File: src/rtl/sddr_init_sequencer.sv
// DDR3 power-up initialization sequencer: reset hold, CKE wait, tXPR, MR2/MR3/MR1/MR0, ZQCL, tZQinit.
// All outputs registered; one down-counter paces each wait (loaded with N-1, exits at 0).
// Define SDDR_INIT_SIM_SHORT_EN to shorten reset hold and CKE wait to 16 cycles each for simulation.
module sddr_init_sequencer #(
  parameter int BANK_BITS      = 3,
  parameter int ROW_BITS       = 13,
  parameter int DATA_BITS      = 16,
  parameter int RESET_CYCLES   = 60620,
  parameter int CKE_CYCLES     = 151550,
  parameter int TXPR_CYCLES    = 80,
  parameter int TMRD_CYCLES    = 4,
  parameter int TMOD_CYCLES    = 12,
  parameter int TZQINIT_CYCLES = 512,
  parameter logic [ROW_BITS+$clog2(DATA_BITS/8)-1:0] MR0_VAL = 14'h0d70,
  parameter logic [ROW_BITS+$clog2(DATA_BITS/8)-1:0] MR1_VAL = 14'h0044,
  parameter logic [ROW_BITS+$clog2(DATA_BITS/8)-1:0] MR2_VAL = 14'h0208,
  parameter logic [ROW_BITS+$clog2(DATA_BITS/8)-1:0] MR3_VAL = 14'h0000
) (
  input  logic                                     in_ddr_clock_i,
  input  logic                                     in_ctl_reset_n_i,
  input  logic                                     restart_i,
  output logic                                     ddr_reset_n_o,
  output logic                                     ctl_cke_o,
  output logic                                     ctl_cs_n_o,
  output logic                                     ctl_ras_n_o,
  output logic                                     ctl_cas_n_o,
  output logic                                     ctl_we_n_o,
  output logic                                     ctl_odt_o,
  output logic [ROW_BITS+$clog2(DATA_BITS/8)-1:0]  ctl_addr_o,
  output logic [BANK_BITS-1:0]                     ctl_ba_o,
  output logic                                     init_done_o,
  output logic                                     busy_o
);

  localparam int AW = ROW_BITS + $clog2(DATA_BITS/8);

`ifdef SDDR_INIT_SIM_SHORT_EN
  localparam int RST_N = 16;
  localparam int CKE_N = 16;
`else
  localparam int RST_N = RESET_CYCLES;
  localparam int CKE_N = CKE_CYCLES;
`endif

  localparam int MAX_A = (RST_N > CKE_N) ? RST_N : CKE_N;
  localparam int MAX_B = (TXPR_CYCLES > TMRD_CYCLES) ? TXPR_CYCLES : TMRD_CYCLES;
  localparam int MAX_C = (TMOD_CYCLES > TZQINIT_CYCLES) ? TMOD_CYCLES : TZQINIT_CYCLES;
  localparam int MAX_D = (MAX_A > MAX_B) ? MAX_A : MAX_B;
  localparam int MAX_N = (MAX_C > MAX_D) ? MAX_C : MAX_D;
  localparam int CW    = $clog2(MAX_N) + 1;

  // A zero-length wait cannot be expressed by the N-1 load; ZQCL needs addr[10].
  generate
    if ((RESET_CYCLES < 1) || (CKE_CYCLES < 1) || (TXPR_CYCLES < 1) || (TMRD_CYCLES < 1) ||
        (TMOD_CYCLES < 1) || (TZQINIT_CYCLES < 1)) begin : g_bad_timing
      $error("sddr_init_sequencer: all timing parameters must be at least 1");
    end
    if (AW < 11) begin : g_bad_aw
      $error("sddr_init_sequencer: address bus must be at least 11 bits for ZQCL");
    end
  endgenerate

  typedef logic [CW-1:0] cnt_t;

  typedef enum logic [3:0] {
    S_RST_HOLD,
    S_CKE_WAIT,
    S_TXPR,
    S_MRS2,
    S_MRS3,
    S_MRS1,
    S_MRS0,
    S_ZQCL,
    S_DONE
  } state_t;

  // {cs_n, ras_n, cas_n, we_n}
  localparam logic [3:0] CMD_DESEL = 4'b1111;
  localparam logic [3:0] CMD_NOP   = 4'b0111;
  localparam logic [3:0] CMD_MRS   = 4'b0000;
  localparam logic [3:0] CMD_ZQCL  = 4'b0110;

  function automatic state_t succ(input state_t s);
    case (s)
      S_RST_HOLD: succ = S_CKE_WAIT;
      S_CKE_WAIT: succ = S_TXPR;
      S_TXPR:     succ = S_MRS2;
      S_MRS2:     succ = S_MRS3;
      S_MRS3:     succ = S_MRS1;
      S_MRS1:     succ = S_MRS0;
      S_MRS0:     succ = S_ZQCL;
      default:    succ = S_DONE;
    endcase
  endfunction

  function automatic cnt_t wait_load(input state_t s);
    case (s)
      S_RST_HOLD:             wait_load = cnt_t'(RST_N - 1);
      S_CKE_WAIT:             wait_load = cnt_t'(CKE_N - 1);
      S_TXPR:                 wait_load = cnt_t'(TXPR_CYCLES - 1);
      S_MRS2, S_MRS3, S_MRS1: wait_load = cnt_t'(TMRD_CYCLES - 1);
      S_MRS0:                 wait_load = cnt_t'(TMOD_CYCLES - 1);
      S_ZQCL:                 wait_load = cnt_t'(TZQINIT_CYCLES - 1);
      default:                wait_load = '0;
    endcase
  endfunction

  state_t          state_q, state_d;
  cnt_t            cnt_q, cnt_d;
  logic            rst_n_q, rst_n_d;
  logic            cke_q, cke_d;
  logic            odt_q, odt_d;
  logic [3:0]      cmd_q, cmd_d;
  logic [AW-1:0]   addr_q, addr_d;
  logic [BANK_BITS-1:0] ba_q, ba_d;
  logic            done_q, done_d;
  logic            busy_q, busy_d;
  logic            entry;

  // Next state: each wait state leaves when its counter reaches zero; DONE leaves only on restart.
  always_comb begin
    state_d = state_q;
    cnt_d   = cnt_q;
    if (state_q == S_DONE) begin
      if (restart_i) begin
        state_d = S_RST_HOLD;
        cnt_d   = wait_load(S_RST_HOLD);
      end
    end else if (cnt_q == '0) begin
      state_d = succ(state_q);
      cnt_d   = wait_load(succ(state_q));
    end else begin
      cnt_d = cnt_q - cnt_t'(1);
    end
  end

  // Outputs are decoded from the next state so they land in the register with the state itself;
  // the command is issued only in the first cycle of an MRS/ZQCL state.
  always_comb begin
    entry   = (state_d != state_q);
    rst_n_d = (state_d != S_RST_HOLD);
    cke_d   = !((state_d == S_RST_HOLD) || (state_d == S_CKE_WAIT));
    odt_d   = 1'b0;
    cmd_d   = cke_d ? CMD_NOP : CMD_DESEL;
    addr_d  = '0;
    ba_d    = '0;
    if (entry) begin
      case (state_d)
        S_MRS2: begin cmd_d = CMD_MRS; ba_d = BANK_BITS'(2); addr_d = MR2_VAL; end
        S_MRS3: begin cmd_d = CMD_MRS; ba_d = BANK_BITS'(3); addr_d = MR3_VAL; end
        S_MRS1: begin cmd_d = CMD_MRS; ba_d = BANK_BITS'(1); addr_d = MR1_VAL; end
        S_MRS0: begin cmd_d = CMD_MRS; ba_d = BANK_BITS'(0); addr_d = MR0_VAL; end
        S_ZQCL: begin cmd_d = CMD_ZQCL; addr_d[10] = 1'b1; end
        default: ;
      endcase
    end
    done_d = (state_d == S_DONE);
    busy_d = !done_d;
  end

  // State, counter and output registers; reset forces the power-up values immediately.
  always_ff @(posedge in_ddr_clock_i or negedge in_ctl_reset_n_i) begin
    if (!in_ctl_reset_n_i) begin
      state_q <= S_RST_HOLD;
      cnt_q   <= wait_load(S_RST_HOLD);
      rst_n_q <= 1'b0;
      cke_q   <= 1'b0;
      odt_q   <= 1'b0;
      cmd_q   <= CMD_DESEL;
      addr_q  <= '0;
      ba_q    <= '0;
      done_q  <= 1'b0;
      busy_q  <= 1'b1;
    end else begin
      state_q <= state_d;
      cnt_q   <= cnt_d;
      rst_n_q <= rst_n_d;
      cke_q   <= cke_d;
      odt_q   <= odt_d;
      cmd_q   <= cmd_d;
      addr_q  <= addr_d;
      ba_q    <= ba_d;
      done_q  <= done_d;
      busy_q  <= busy_d;
    end
  end

  assign ddr_reset_n_o = rst_n_q;
  assign ctl_cke_o     = cke_q;
  assign ctl_odt_o     = odt_q;
  assign {ctl_cs_n_o, ctl_ras_n_o, ctl_cas_n_o, ctl_we_n_o} = cmd_q;
  assign ctl_addr_o    = addr_q;
  assign ctl_ba_o      = ba_q;
  assign init_done_o   = done_q;
  assign busy_o        = busy_q;

endmodule

File: config.mk
export PLATFORM = sky130hd
export DESIGN_NAME = sddr_init_sequencer
export DESIGN_NICKNAME = d
export VERILOG_FILES = /design/src/rtl/sddr_init_sequencer.sv
export SDC_FILE = /design/constraint.sdc
export NUM_CORES = 1
export LEC_CHECK = 0
export ABC_AREA = 1
export CAP_MARGIN = 10
export CORE_ASPECT_RATIO = 0.5
export CORE_MARGIN = 2
export CORE_UTILIZATION = 60
export CTS_CLUSTER_DIAMETER = 120
export CTS_CLUSTER_SIZE = 14
export DETAILED_ROUTE_END_ITERATION = 10
export PLACE_DENSITY = 0.88
export SLEW_MARGIN = 30
export SYNTH_ARGS = -nofsm -noshare
export SYNTH_HDL_FRONTEND = slang
export SYNTH_SLANG_ARGS = --single-unit
File: constraint.sdc
create_clock -name in_ddr_clock_i -period 3.5 [get_ports in_ddr_clock_i]
set_clock_uncertainty 0.05 [all_clocks]
set_input_delay 0.7 -clock in_ddr_clock_i [delete_from_list [all_inputs] [get_ports in_ddr_clock_i]]
set_output_delay 0.7 -clock in_ddr_clock_i [all_outputs]
set_load 0.05 [all_outputs]
==> reports/results.ini, run 1 <==
[yosys]
dominantRegCellSynth=dfrtp_1
syn_inst=277
syn_avg_cell_area_sq_um=8.31
yosys_warnings=0
synth_enable_flop_cells=0
synthesis.area_sq_um=2300
ys_seq_area_share_pct=41.0
synthArstFlopShare_pct=100
synth_seq_cells=37
synth.distinct_cells=42

[power_and_ir_drop]
leakagePower_nw=1.31
vdd_drop_max_v=0.000711
p_int_w=0.000977
power_density_nw_per_um2=638
p_sw_w=0.000685
power_frac_comb_pct=40.4
clkPwrFrac_pct=23.0
swShare_pct=41.2
pwr-share-seq_pct=36.6

[timing]
hold_violations=0
tightestPinTransition_ns=0.654
fin_crit_sh_pct=67.2
max_freq_mhz=425
min_period_ns=2.35
setup_viol=0
rsz0062_at_grt=no
slew_headroom_pct=56.3
fin_tns_setup_ns=0
drv_slew=0

[clock_tree]
cts_max_path_buffers=2
cts-resized-gates=0
holdBufCountCts=0
path_clk_slew_ns=0.08
htree_levels=2
root_buffer=clkbuf_8
cts_setup_buffers=0
cts_tree=yes
insertion_delay_ns=0.29
numCtsBuffers=5
cts_sinks=37

[detailed_routing]
drtAntennaViolNets=0
vias_per_cell=5.30
firstDrtPassIters=5
drt_iter0_markers=140
drc=0
routed_wl_mm=4.67
wire_per_inst_microns=13.5
vias=1839

[status]
status=complete, no violations

[die]
num_rows=15
start_util_pct=64.9
core_sq_um=3550
die_area_sq_um=4380
die_height_microns=47.8
die_width_microns=91.6
ios=29

[worst_setup_path]
cp_cell_sequence=clkdlybuf4s50_1
critPathBufInv=1
crit_fanout=1
worst_ep_required_time_ns=2.75
worstSetupEndpointType=output pin
crit_family=buffers and inverters
cp.arrival_ns=1.60
crit_path_max_incr_delay_ns=0.80
critical_path_class=flop to output pin
cp-start-kind=flop
crit_slowest_cell=clkdlybuf4s50_1

[grt]
grt_overflow_total=0
grt_max_degree=24
grt_pass1_wl_mm=7.75
grt_pass1_vias=1747
groute.usage.overall_pct=23.8
antenna_found_initial=0

[layout]
diodes=0
nNetsFinal=303
area_growth_pct=13.2
final_util_pct=73.4
drive_above_1_share_pct=20.9

[place]
place_hpwl_mm=3.65
gp_congestion=0.914
io_buffers=21

[job]
drv_cap=0

[worst_hold_path]
hold_path.class=flop to flop

[cell usage in the layout (no fill, tap or decap), types with 5 or more instances in the layout]
cell / synthesis / final
nand2_4: 5 / 5
inv_1: 37 / 37
ha_1: 5 / 5
dfrtp_1: 23 / 23
xor2_1: 7 / 7
nand2_2: 9 / 9
clkbuf_8: 0 / 6
o21ai_0: 19 / 19
inv_2: 7 / 7
nand2_1: 40 / 40
nand3_1: 13 / 13
clkdlybuf4s50_1: 0 / 21
nand4_1: 5 / 5
nor2_1: 29 / 29
dfstp_2: 14 / 14
a21oi_1: 10 / 10
conb_1: 1 / 7
[final cells by class]
class                      count  area (sq um)
timing repair buffer          23           225
tap                           51          63.8
sequential                    37           943
fill                         257           942
clock buffer                   7          86.3
inverter                      47           181
multi-input combinational    181          1070
clock inverter                 1          30.0
[worst register-to-register path, delay by kind of cell (launching register included)]
family / cells / cell delay, ns
adder cells (fa/ha/maj): 1 / 0.28
AND/OR/NAND/NOR: 8 / 0.97
flip-flops: 1 / 0.39
AO/OA/AOI/OAI: 1 / 0.08
buffers and inverters: 3 / 0.44
[routing by layer]
metal | vias to the layer above | part of all wire, % | wire length [microns] | track usage, %
met3 | 7 | 6.3 | 296 | 5.83
met2 | 62 | 49 | 2280 | 43.4
li1 | 901 | - | - | -
met4 | 0 | 1.0 | 48 | 8.79
met5 | - | 0 | 0 | 0
met1 | 869 | 44 | 2040 | 29.0
[flip-flops by register name, indices dropped and copies added, names as in the netlist]
register / count
init_done_o: 1
cmd_q: 3
ctl_addr_o: 5
state_q: 4
busy_o: 1
cnt_q: 19
ctl_cke_o: 1
ctl_ba_o: 2
ddr_reset_n_o: 1
[cell families (layout without fill, tap and decap cells)]
logic type | count (synthesis) | count (layout) | synth area share (%)
compound gates | 44 | 44 | 11.4
flops | 37 | 37 | 41.0
xor+xnor | 8 | 8 | 3.04
other cells | 1 | 7 | 0.163
simple gates | 117 | 117 | 28.4
buf+inv | 65 | 78 | 13.3
fa+ha+maj | 5 | 5 | 2.72
[stage by stage]
| stage | setup slack [ns] | instance area, sq um | hold WS (ns) | cells | total power (W) |
|---|---|---|---|---|---|
| 6_report | 1.15 | 2610 | 0.476 | 347 | 0.00166 |
| 5_1_grt | 1.01 | 2610 | 0.506 | 347 | 0.00176 |
| 4_1_cts | 1.14 | 2610 | 0.475 | 347 | 0.00166 |
| 3_5_place_dp | 1.21 | 2490 | 0.464 | 339 | 0.00128 |
| 3_3_place_gp | 1.33 | 2490 | 0.462 | 339 | 0.00126 |
| 2_1_floorplan | 1.52 | 2320 | 0.354 | 283 | 0.00112 |
[path summary, 6_finish.rpt]
path / endpoint / cells after the start / slack, ns / start
max in group asynchronous: cnt_q[7] / 2 / 1.84 / in_ctl_reset_n_i
worst min-delay path: cnt_q[13] / 2 / 0.48 / cnt_q[13]
worst max register to register: ctl_ba_o[1] / 13 / 1.17 / cnt_q[0]
worst min register to register: cnt_q[13] / 2 / 0.48 / cnt_q[13]
worst max-delay path: ctl_cs_n_o / 1 / 1.15 / cmd_q[3]
min in group asynchronous: init_done_o / 1 / 0.75 / in_ctl_reset_n_i
[cell usage after synthesis (all sizes together), types with 2 or more instances]
| library cell | instances | area share, % |
|---|---|---|
| a21oi | 10 | 2.2 |
| a31oi | 2 | 0.54 |
| buf | 17 | 5.3 |
| clkinv | 2 | 0.43 |
| dfrtp | 23 | 25 |
| dfstp | 14 | 16 |
| ha | 5 | 2.7 |
| inv | 45 | 7.4 |
| nand2 | 54 | 11 |
| nand3 | 17 | 5.5 |
| nand4 | 6 | 1.9 |
| nor2 | 37 | 8.4 |
| nor3 | 2 | 0.92 |
| o211ai | 2 | 0.65 |
| o21ai | 22 | 5.3 |
| o22ai | 2 | 0.54 |
| xor2 | 7 | 2.7 |
[power groups by stage]
stage	logic (W)	registers [W]	clock network, W
after floorplan	0.000413	0.000704	0
after detailed placement	0.000667	0.000614	0
after global placement	0.000648	0.000613	0
after global routing	0.000736	0.000618	0.000404
after CTS	0.000670	0.000607	0.000388
final	0.000671	0.000609	0.000382
Note: power is estimated with default switching activity, not from simulation.
==> run 2: changes to the inputs <==
--- a/config.mk
+++ b/config.mk
@@ -9,11 +9,11 @@
 export CAP_MARGIN = 10
 export CORE_ASPECT_RATIO = 0.5
 export CORE_MARGIN = 2
-export CORE_UTILIZATION = 60
+export CORE_UTILIZATION = 50
 export CTS_CLUSTER_DIAMETER = 120
 export CTS_CLUSTER_SIZE = 14
 export DETAILED_ROUTE_END_ITERATION = 10
-export PLACE_DENSITY = 0.88
+export PLACE_DENSITY = 0.79
 export SLEW_MARGIN = 30
 export SYNTH_ARGS = -nofsm -noshare
 export SYNTH_HDL_FRONTEND = slang
==> constraint.sdc (replaced) <==
create_clock -name in_ddr_clock_i -period 2 [get_ports in_ddr_clock_i]
set_clock_uncertainty 0.05 [all_clocks]
set_input_delay 0.4 -clock in_ddr_clock_i [delete_from_list [all_inputs] [get_ports in_ddr_clock_i]]
set_output_delay 0.4 -clock in_ddr_clock_i [all_outputs]
set_load 0.05 [all_outputs]
==> run 2 against run 1 <==
Against the previous run: first-iteration DRC count is 26% lower; non-clock buffer count is 11 higher; clock power up 43%; cell count rose by 5.2%; wire length rose by 8.1%; via count grew 3.6%; hold slack got worse by 0.16 ns; critical path depth stayed put; die area rose by 19%; utilization decreased by 11 points; largest power group unchanged.
==> reports/results.ini, run 2 (synthesis results as in run 1) <==
[status]
status=complete, no violations  ; unchanged

[detailed_routing]
vias_per_cell=5.22  ; was 5.30
vias=1905  ; was 1839
drt_iter0_markers=104  ; was 140
drtAntennaViolNets=0  ; unchanged
routed_wl_mm=5.05  ; was 4.67 mm
drc=0  ; unchanged
wire_per_inst_microns=13.8  ; was 13.5 microns
firstDrtPassIters=4  ; was 5

[timing]
slew_headroom_pct=66.5  ; was 56.3%
fin_crit_sh_pct=97.3
drv_slew=0  ; unchanged
max_freq_mhz=514
hold_violations=0  ; unchanged
min_period_ns=1.95
setup_viol=0  ; unchanged
tightestPinTransition_ns=0.500  ; was 0.654 ns
fin_tns_setup_ns=0  ; unchanged

[worst_hold_path]
hold_path.class=primary input to asynchronous set/reset pin  ; was flop to flop

[die]
ios=29  ; unchanged
die_height_microns=52.0  ; was 47.8 microns
die_area_sq_um=5200  ; was 4380 sq um
start_util_pct=52.3  ; was 64.9%
core_sq_um=4400  ; was 3550 sq um
num_rows=17  ; was 15
die_width_microns=100  ; was 91.6 microns

[grt]
grt_max_degree=33  ; was 24
grt_overflow_total=0  ; unchanged
grt_pass1_wl_mm=8.37  ; was 7.75 mm
antenna_found_initial=0  ; unchanged
grt_pass1_vias=1868  ; was 1747
groute.usage.overall_pct=21.1  ; was 23.8%

[worst_setup_path]
cp.arrival_ns=1.50  ; was 1.60 ns
crit_path_max_incr_delay_ns=0.82  ; was 0.80 ns
critPathBufInv=1  ; unchanged
crit_family=buffers and inverters  ; unchanged
regToRegStartpoint=cnt_q[0]  ; unchanged
crit_fanout=4  ; was 1
critical_path_class=flop to output pin  ; unchanged
cp_cell_sequence=clkdlybuf4s50_1  ; unchanged
worstSetupEndpointType=output pin  ; unchanged
crit_slowest_cell=clkdlybuf4s50_1  ; unchanged
cp-start-kind=flop  ; unchanged
worst_ep_required_time_ns=1.55  ; was 2.75 ns
startpoint=ctl_addr_o[8]  ; was cmd_q[3]

[layout]
mostFrequentLayoutCell=nand2_1  ; unchanged
layout.cells.most_common_list=nand2_1 (38), inv_1 (36), dfrtp_1 (22)  ; was nand2_1 (40), inv_1 (37), nor2_1 (29)
nNetsFinal=315  ; was 303
diodes=0  ; unchanged
drive_above_1_share_pct=29.9  ; was 20.9%
finalNonFillerCells=365  ; was 347
design_area_sq_um=2740  ; was 2610 sq um
fillCellCount=329  ; was 257
area_growth_pct=19.1  ; was 13.2%
largest_reg_flops=19  ; unchanged
regMostFlops=cnt_q  ; unchanged

[place]
place_inst=355  ; was 339
dpl_cell_area_sq_um=2580  ; was 2490 sq um
gp_congestion=0.895  ; was 0.914
place_hpwl_mm=3.57  ; was 3.65 mm
io_buffers=21  ; unchanged

[job]
drv_cap=0  ; unchanged

[clock_tree]
numCtsBuffers=5  ; unchanged
cts_tree=yes  ; unchanged
holdBufCountCts=0  ; unchanged
cts_max_path_buffers=2  ; unchanged
cts_sinks=37  ; unchanged
path_clk_slew_ns=0.07  ; was 0.08 ns
insertion_delay_ns=0.30  ; was 0.29 ns
htree_levels=2  ; unchanged
root_buffer=clkbuf_8  ; unchanged

[power_and_ir_drop]
leakagePower_nw=1.36  ; was 1.31 nW
power_density_nw_per_um2=1080  ; was 638 nW/um^2
vdd_drop_max_v=0.00104  ; was 0.000711 V

-- run 2: worst paths after layout --
check	slack, ns	end	cells past startpoint
max	0.05	ctl_addr_o[4]	1
max reg2reg	0.10	ctl_ba_o[1]	12
min in group in_ddr_clock_i	0.48	cnt_q[13]	2
min	0.31	ctl_addr_o[10]	1
min reg2reg	0.48	cnt_q[13]	2
max in group asynchronous	1.04	cnt_q[10]	2
-- run 2: cell type report --
| class | count | area [sq um] | share of cell area (%) |
|---|---|---|---|
| Sequential cell | 37 | 945 | 34.4 |
| Clock buffer | 8 | 90.1 | 3.28 |
| Timing Repair Buffer | 34 | 324 | 11.8 |
| Inverter | 47 | 184 | 6.71 |
| Multi-Input combinational cell | 182 | 1130 | 41.1 |
| Tap cell | 57 | 71.3 | 2.60 |
-- run 2: through the flow --
step	power, W	setup WS [ns]	utilization, %	hold slack [ns]
6_report	0.00295	0.0547	62.3	0.313
5_1_grt	0.00315	-0.0468	62.3	0.340
4_1_cts	0.00290	0.00931	60.8	0.314
3_5_place_dp	0.00235	-0.0157	58.7	0.465
3_3_place_gp	0.00232	0.0632	58.7	0.456
2_1_floorplan	0.00196	0.0200	-	0.0544
-- run 2: power breakdown --
group,switching (W),internal [W]
Sequential,0.000122,0.000946
Clock,0.000266,0.000281
Combinational,0.000891,0.000444
Total,0.00128,0.00167
-- run 2: what timing repair did --
| item | CTS | global route |
|---|---|---|
| gates resized for setup | 1 | 18 |
| endpoints found under the setup margin | 3 | 19 |
| gates cloned | 0 | 1 |
| pin swaps | 0 | 3 |
| setup buffers | 0 | 1 |
-- run 2: layer usage --
metal	track usage, %	vias up	share of wire [%]
met1	26.6	908	44
met3	4.70	14	5.2
met2	35.6	59	48
li1	-	924	-
met5	0	-	0
met4	9.36	0	2.2
==> edit 1: new RTL, settings of run 2 <==
Re-encode `state_t` (9 states) as one-hot, 9 bits wide.
--- a/src/rtl/sddr_init_sequencer.sv
+++ b/src/rtl/sddr_init_sequencer.sv
@@ -62,16 +62,16 @@
 
   typedef logic [CW-1:0] cnt_t;
 
-  typedef enum logic [3:0] {
-    S_RST_HOLD,
-    S_CKE_WAIT,
-    S_TXPR,
-    S_MRS2,
-    S_MRS3,
-    S_MRS1,
-    S_MRS0,
-    S_ZQCL,
-    S_DONE
+  typedef enum logic [8:0] {
+    S_RST_HOLD = 9'b000000001,
+    S_CKE_WAIT = 9'b000000010,
+    S_TXPR     = 9'b000000100,
+    S_MRS2     = 9'b000001000,
+    S_MRS3     = 9'b000010000,
+    S_MRS1     = 9'b000100000,
+    S_MRS0     = 9'b001000000,
+    S_ZQCL     = 9'b010000000,
+    S_DONE     = 9'b100000000
   } state_t;
 
   // {cs_n, ras_n, cas_n, we_n}
Behaviour: no difference found for any inputs over 10 cycles, from zero or initial values and one cycle with in_ctl_reset_n_i low; not proved beyond that.
==> edit 1 against run 2 <==
The flow now finishes with violations (negative setup slack); fmax fell by 12%; hold slack got worse by 310 ps; synthesized area rose by 16%; register-to-register slack got worse by 320 ps; wire length grew 67%; count of clock-buffer cells in the layout is 1 lower; cell area increased by 38%; sequential cell count is 5 higher; worst setup slack worse by 270 ps; non-clock buffer count up 59; cell count is 40% higher.
Power is not compared: it rests on default switching activity, and its combinational part moved more than twofold at a synthesized area within 25%.
==> edit 1: results (changes against run 2) <==
layout cells sized above 1=0.445 (+0.147); Post-Syn Instances=345 (+25%); post-synth top area share=0.254 (+0.00352); critical path fanouts, max=8 (+4); routability cong.=0.892 (-0.38%); final setup fails=7 (+7); Inst Count DP=493 (+39%); status=complete, but fails checks; Post-synth top cells=60 x nand2_1, 47 x inv_1, 45 x nor2_1; fin nets=443 (+41%); via count=2793 (+47%); adder-cell share of the synthesized area=0.00469 (-0.0225); largest net degree at the start of global routing=24 (-27%); Synth cell types=38 (-9.5%); setup ws final=-217 ps (-272 ps); CP delay by family, top=simple AND/OR/NAND/NOR gates; largest cells by area after synthesis=dfrtp_1 25%, dfstp_2 15%, nand2_1 8.5%; DP Area=3360 um2 (+30%); violated checks=negative setup slack; Fillers=310 (-5.8%); xor and xnor area share after synthesis=0.0362 (+0.00572); TNS Setup=-824 ps (-824 ps); number of vias per cell=5.48 (+4.9%); CP peak stage delay=450 ps (-370 ps); wire length per cell=16.5 um (+19%); measured slew at the worst slew-check pin=503 ps (+2.67 ps); Post-Place Setup Slack=-108 ps (-92.8 ps); Compound-Gate Fraction of Synth Area=0.0920 (-0.0216)
[edit 1: cell count changes in the layout (fill, tap and decap cells not counted), moves of 4 or more]
cell     change
dfrtp_1      +5
inv_1        +5
nor2_2       +8
buf_4       +58
ha_1         -4
nand2_2     +13
nand4_1      +5
nand2_1      +6
nor3_1       +5
o21ai_0      -7
nor2_4      +13
nor2_1       +6
[edit 1: final cells by class]
cell class / count / area [um2] / area share
clock buffers: 7 / 86.3 / 0.0228
clock inverters: 1 / 5.00 / 0.00132
inverters: 53 / 206 / 0.0545
multi-input cells: 244 / 1580 / 0.416
flip-flops and latches: 42 / 1070 / 0.282
well taps: 70 / 87.6 / 0.0231
repair buffers: 93 / 759 / 0.200
[edit 1: kinds of logic (layout without fill, tap and decap cells)]
| kind of cell | Yosys count | count (layout) |
|---|---|---|
| AO/OA/AOI/OAI | 41 | 41 |
| XOR/XNOR | 11 | 11 |
| adder cells (fa/ha/maj) | 1 | 1 |
| buffers and inverters | 66 | 154 |
| flip-flops | 42 | 42 |
| other | 1 | 7 |
| AND/OR/NAND/NOR | 183 | 184 |
[edit 1: worst reg2reg max path, stage by stage, from the launching register on]
cell and delay, ps:
dfrtp_1 450, inv_2 180, nand3_1 160, nor2_1 250, inv_1 120, nand2_1 90
nor2_1 50, nand3_2 100, nand2_2 120, nor2_1 190, nand2_2 100, nand2_1 80
nor2_2 50, nor2_2 110, nor2_1 50
[edit 1: layer usage]
layer	up-vias	GRT usage	wire length (um)
li1	1287	-	-
met1	1317	0.354	3430
met2	148	0.428	4060
met3	41	0.0398	606
met4	0	0.0872	331
met5	-	0	0
[edit 1: worst paths after layout]
check	from	depth (start not counted)	slack, ps	endpoint
worst max-delay path	state_q[8]$_DFF_PN0_	14	-220	cmd_q[0]$_DFF_PN1_
worst min-delay path	in_ctl_reset_n_i	1	2	ctl_cke_o$_DFF_PN0_
worst max register to register	state_q[8]$_DFF_PN0_	14	-220	cmd_q[0]$_DFF_PN1_
worst min register to register	cnt_q[11]$_DFFE_PN1P_	2	470	cnt_q[11]$_DFFE_PN1P_
max in group asynchronous	in_ctl_reset_n_i	2	1320	cmd_q[0]$_DFF_PN1_
min in group in_ddr_clock_i	cnt_q[11]$_DFFE_PN1P_	2	470	cnt_q[11]$_DFFE_PN1P_
[edit 1: power groups by stage]
stage	registers (W)	logic, W	clock network [W]
4_1_cts	0.000998	0.000546	0.000599
5_1_grt	0.00101	0.000653	0.000627
3_5_place_dp	0.000999	0.000524	0
3_3_place_gp	0.000996	0.000506	0
6_report	0.00100	0.000610	0.000598
2_1_floorplan	0.00103	0.000276	0
[edit 1: what timing repair did]
item / 4_1_cts / 5_1_grt
buffers inserted: 2 / 7
endpoints found under the setup margin: 8 / 22
gates cloned: 1 / 0
gates resized for setup: 23 / 59
pin swaps: 14 / 33
==> edit 2: new RTL, flow settings as in run 2 <==
Made on the original files. Set the parameter `TXPR_CYCLES` to 120 (it was 80).
--- a/src/rtl/sddr_init_sequencer.sv
+++ b/src/rtl/sddr_init_sequencer.sv
@@ -7,7 +7,7 @@
   parameter int DATA_BITS      = 16,
   parameter int RESET_CYCLES   = 60620,
   parameter int CKE_CYCLES     = 151550,
-  parameter int TXPR_CYCLES    = 80,
+  parameter int TXPR_CYCLES    = 120,
   parameter int TMRD_CYCLES    = 4,
   parameter int TMOD_CYCLES    = 12,
   parameter int TZQINIT_CYCLES = 512,
Check against the original RTL: no difference found for any inputs over 10 cycles, from zero or initial values and one cycle with in_ctl_reset_n_i low; that may be too few to reach the edited logic, so the function may still have changed.
==> edit 2 against run 2 <==
Register-to-register slack got worse by 70 ps; critical path type is now reg -> reg; synthesized area fell by 4.2%; cell count is 1.9% higher; sequential cell count is the same; critical endpoint is now cmd_q[2]$_DFF_PN1_; worst setup slack got worse by 26 ps; via count increased by 0.94%; highest routed layer unchanged; utilization rose by 3.9 points; die area down 3.9%; wire length grew 0.53%; cell area is 4.2% higher; sequential share of layout area fell by 1.4 points.
Power is not compared: it rests on default switching activity, and its combinational part moved more than twofold at a synthesized area within 25%.
==> edit 2: results (changes against run 2) <==
status=complete, no violations; met2 usage=0.338 (-0.0180); first-pass GRT wire length=7650 um (-8.6%); number of vias per cell=5.17 (-0.95%); largest net degree at the start of global routing=38 (+15%); CP peak stage delay=530 ps (-290 ps); slowest cell on the critical path=dfstp_2; Worst VDD drop=0.479 mV; Worst EP arrival=2160 ps (+660 ps); DP Area=2500 um2 (-3.3%); critical path fanouts, max=7 (+3); Global Route Usage Sum=0.196 (-0.0152); CP delay by family, top=simple AND/OR/NAND/NOR gates; Inst Count DP=349 (-1.7%); Worst R2R End=cmd_q[2]$_DFF_PN1_; fin nets=323 (+2.5%); HPWL after DPL=3310 um (-7.2%); routability cong.=0.839 (-6.3%); Port-buffer cells=21 (unchanged); met3 usage=0.0479 (+0.000837); measured slew at the worst slew-check pin=506 ps (+6.04 ps); drt initial violations=110 (+5.8%); Worst Reg-to-Reg Cells=13 (+1); final WL=5080 um (+0.53%); FF-to-FF setup slack=30 ps (-70 ps); register area share after synthesis=0.428 (+0.0179); Worst-Skew Late Latency=290 ps; Post-Place Setup Slack=7.28 ps (+22.9 ps); vias in the first global route=1706 (-8.7%); drt pass-1 iters=4 (unchanged); largest cells by area after synthesis=dfrtp_1 26%, dfstp_2 17%, nand2_1 8.3%; layout cells sized above 1=0.330 (+0.0315); via count=1923 (+0.94%); grt met1 use=0.250 (-0.0155); Synth cell types=41 (-2.4%); Post-synth top cells=49 x nand2_1, 37 x inv_1, 24 x nor2_1
edit 2: cell types whose count changed in the layout (fill, tap and decap cells not counted), moves of 4 or more:
cell / change
buf_4: +17
nand2_1: +6
o21ai_0: -4
nand2_2: -4
a21oi_1: -6
edit 2: how the worst max path moves through the flow:
| stage | slack, ps | startpoint | end |
|---|---|---|---|
| floorplan | 80 | cnt_q[0]$_DFFE_PN1P_ | ctl_addr_o[6]$_DFF_PN0_ |
| global placement | 50 | cnt_q[0]$_DFFE_PN1P_ | cmd_q[2]$_DFF_PN1_ |
| detailed placement | 7 | cnt_q[0]$_DFFE_PN1P_ | cmd_q[2]$_DFF_PN1_ |
| CTS | -2 | cnt_q[0]$_DFFE_PN1P_ | cnt_q[4]$_DFFE_PN0P_ |
| global route | -60 | cnt_q[0]$_DFFE_PN1P_ | cmd_q[2]$_DFF_PN1_ |
| finish | 30 | cnt_q[1]$_DFFE_PN1P_ | cmd_q[2]$_DFF_PN1_ |
edit 2: worst reg2reg max path: cells and delay by family, from the launching register on:
family,cells,cell delay [ps]
AO/OA/AOI/OAI,1,200
AND/OR/NAND/NOR,8,700
buffers and inverters,3,270
flip-flops,1,530
adder cells (fa/ha/maj),1,160
edit 2: power by group through the flow:
| stage | Clock, W | Sequential [W] | Combinational (W) |
|---|---|---|---|
| after global placement | 0 | 0.00105 | 0.000526 |
| after floorplan | 0 | 0.00103 | 0.000432 |
| after detailed placement | 0 | 0.00105 | 0.000546 |
| after global routing | 0.000729 | 0.00109 | 0.000680 |
| after CTS | 0.000690 | 0.00104 | 0.000550 |
| final | 0.000683 | 0.00107 | 0.000608 |
edit 2: routing by layer:
| layer | wire, um | part of all wire |
|---|---|---|
| met5 | 0 | 0 |
| met2 | 2540 | 0.50 |
| met1 | 2270 | 0.45 |
| met4 | 63 | 0.012 |
| met3 | 209 | 0.041 |
edit 2: cell type report:
class | count | area share
clock buffer | 6 | 0.0289
clock inverter | 2 | 0.0131
inverter | 46 | 0.0675
multi-input combinational | 174 | 0.387
sequential | 37 | 0.330
tap | 57 | 0.0250
timing repair buffer | 49 | 0.145
timing repair inverter | 1 | 0.00307
edit 2: logic make-up after synthesis:
group | after synthesis | synth area share
adders and majority gates | 6 | 0.0340
xor gates and xnor gates | 10 | 0.0397
other | 1 | 0.00170
buffers and inverters | 61 | 0.130
and+or+nand+nor | 109 | 0.248
DFF | 37 | 0.428
AOI/OAI and AO/OA | 42 | 0.118
edit 2: repair_timing:
item | 4_1_cts | 5_1_grt
pin swaps | 0 | 10
gates resized for setup | 4 | 30
endpoints found under the setup margin | 2 | 24
setup buffers | 0 | 14
cloned | 0 | 1
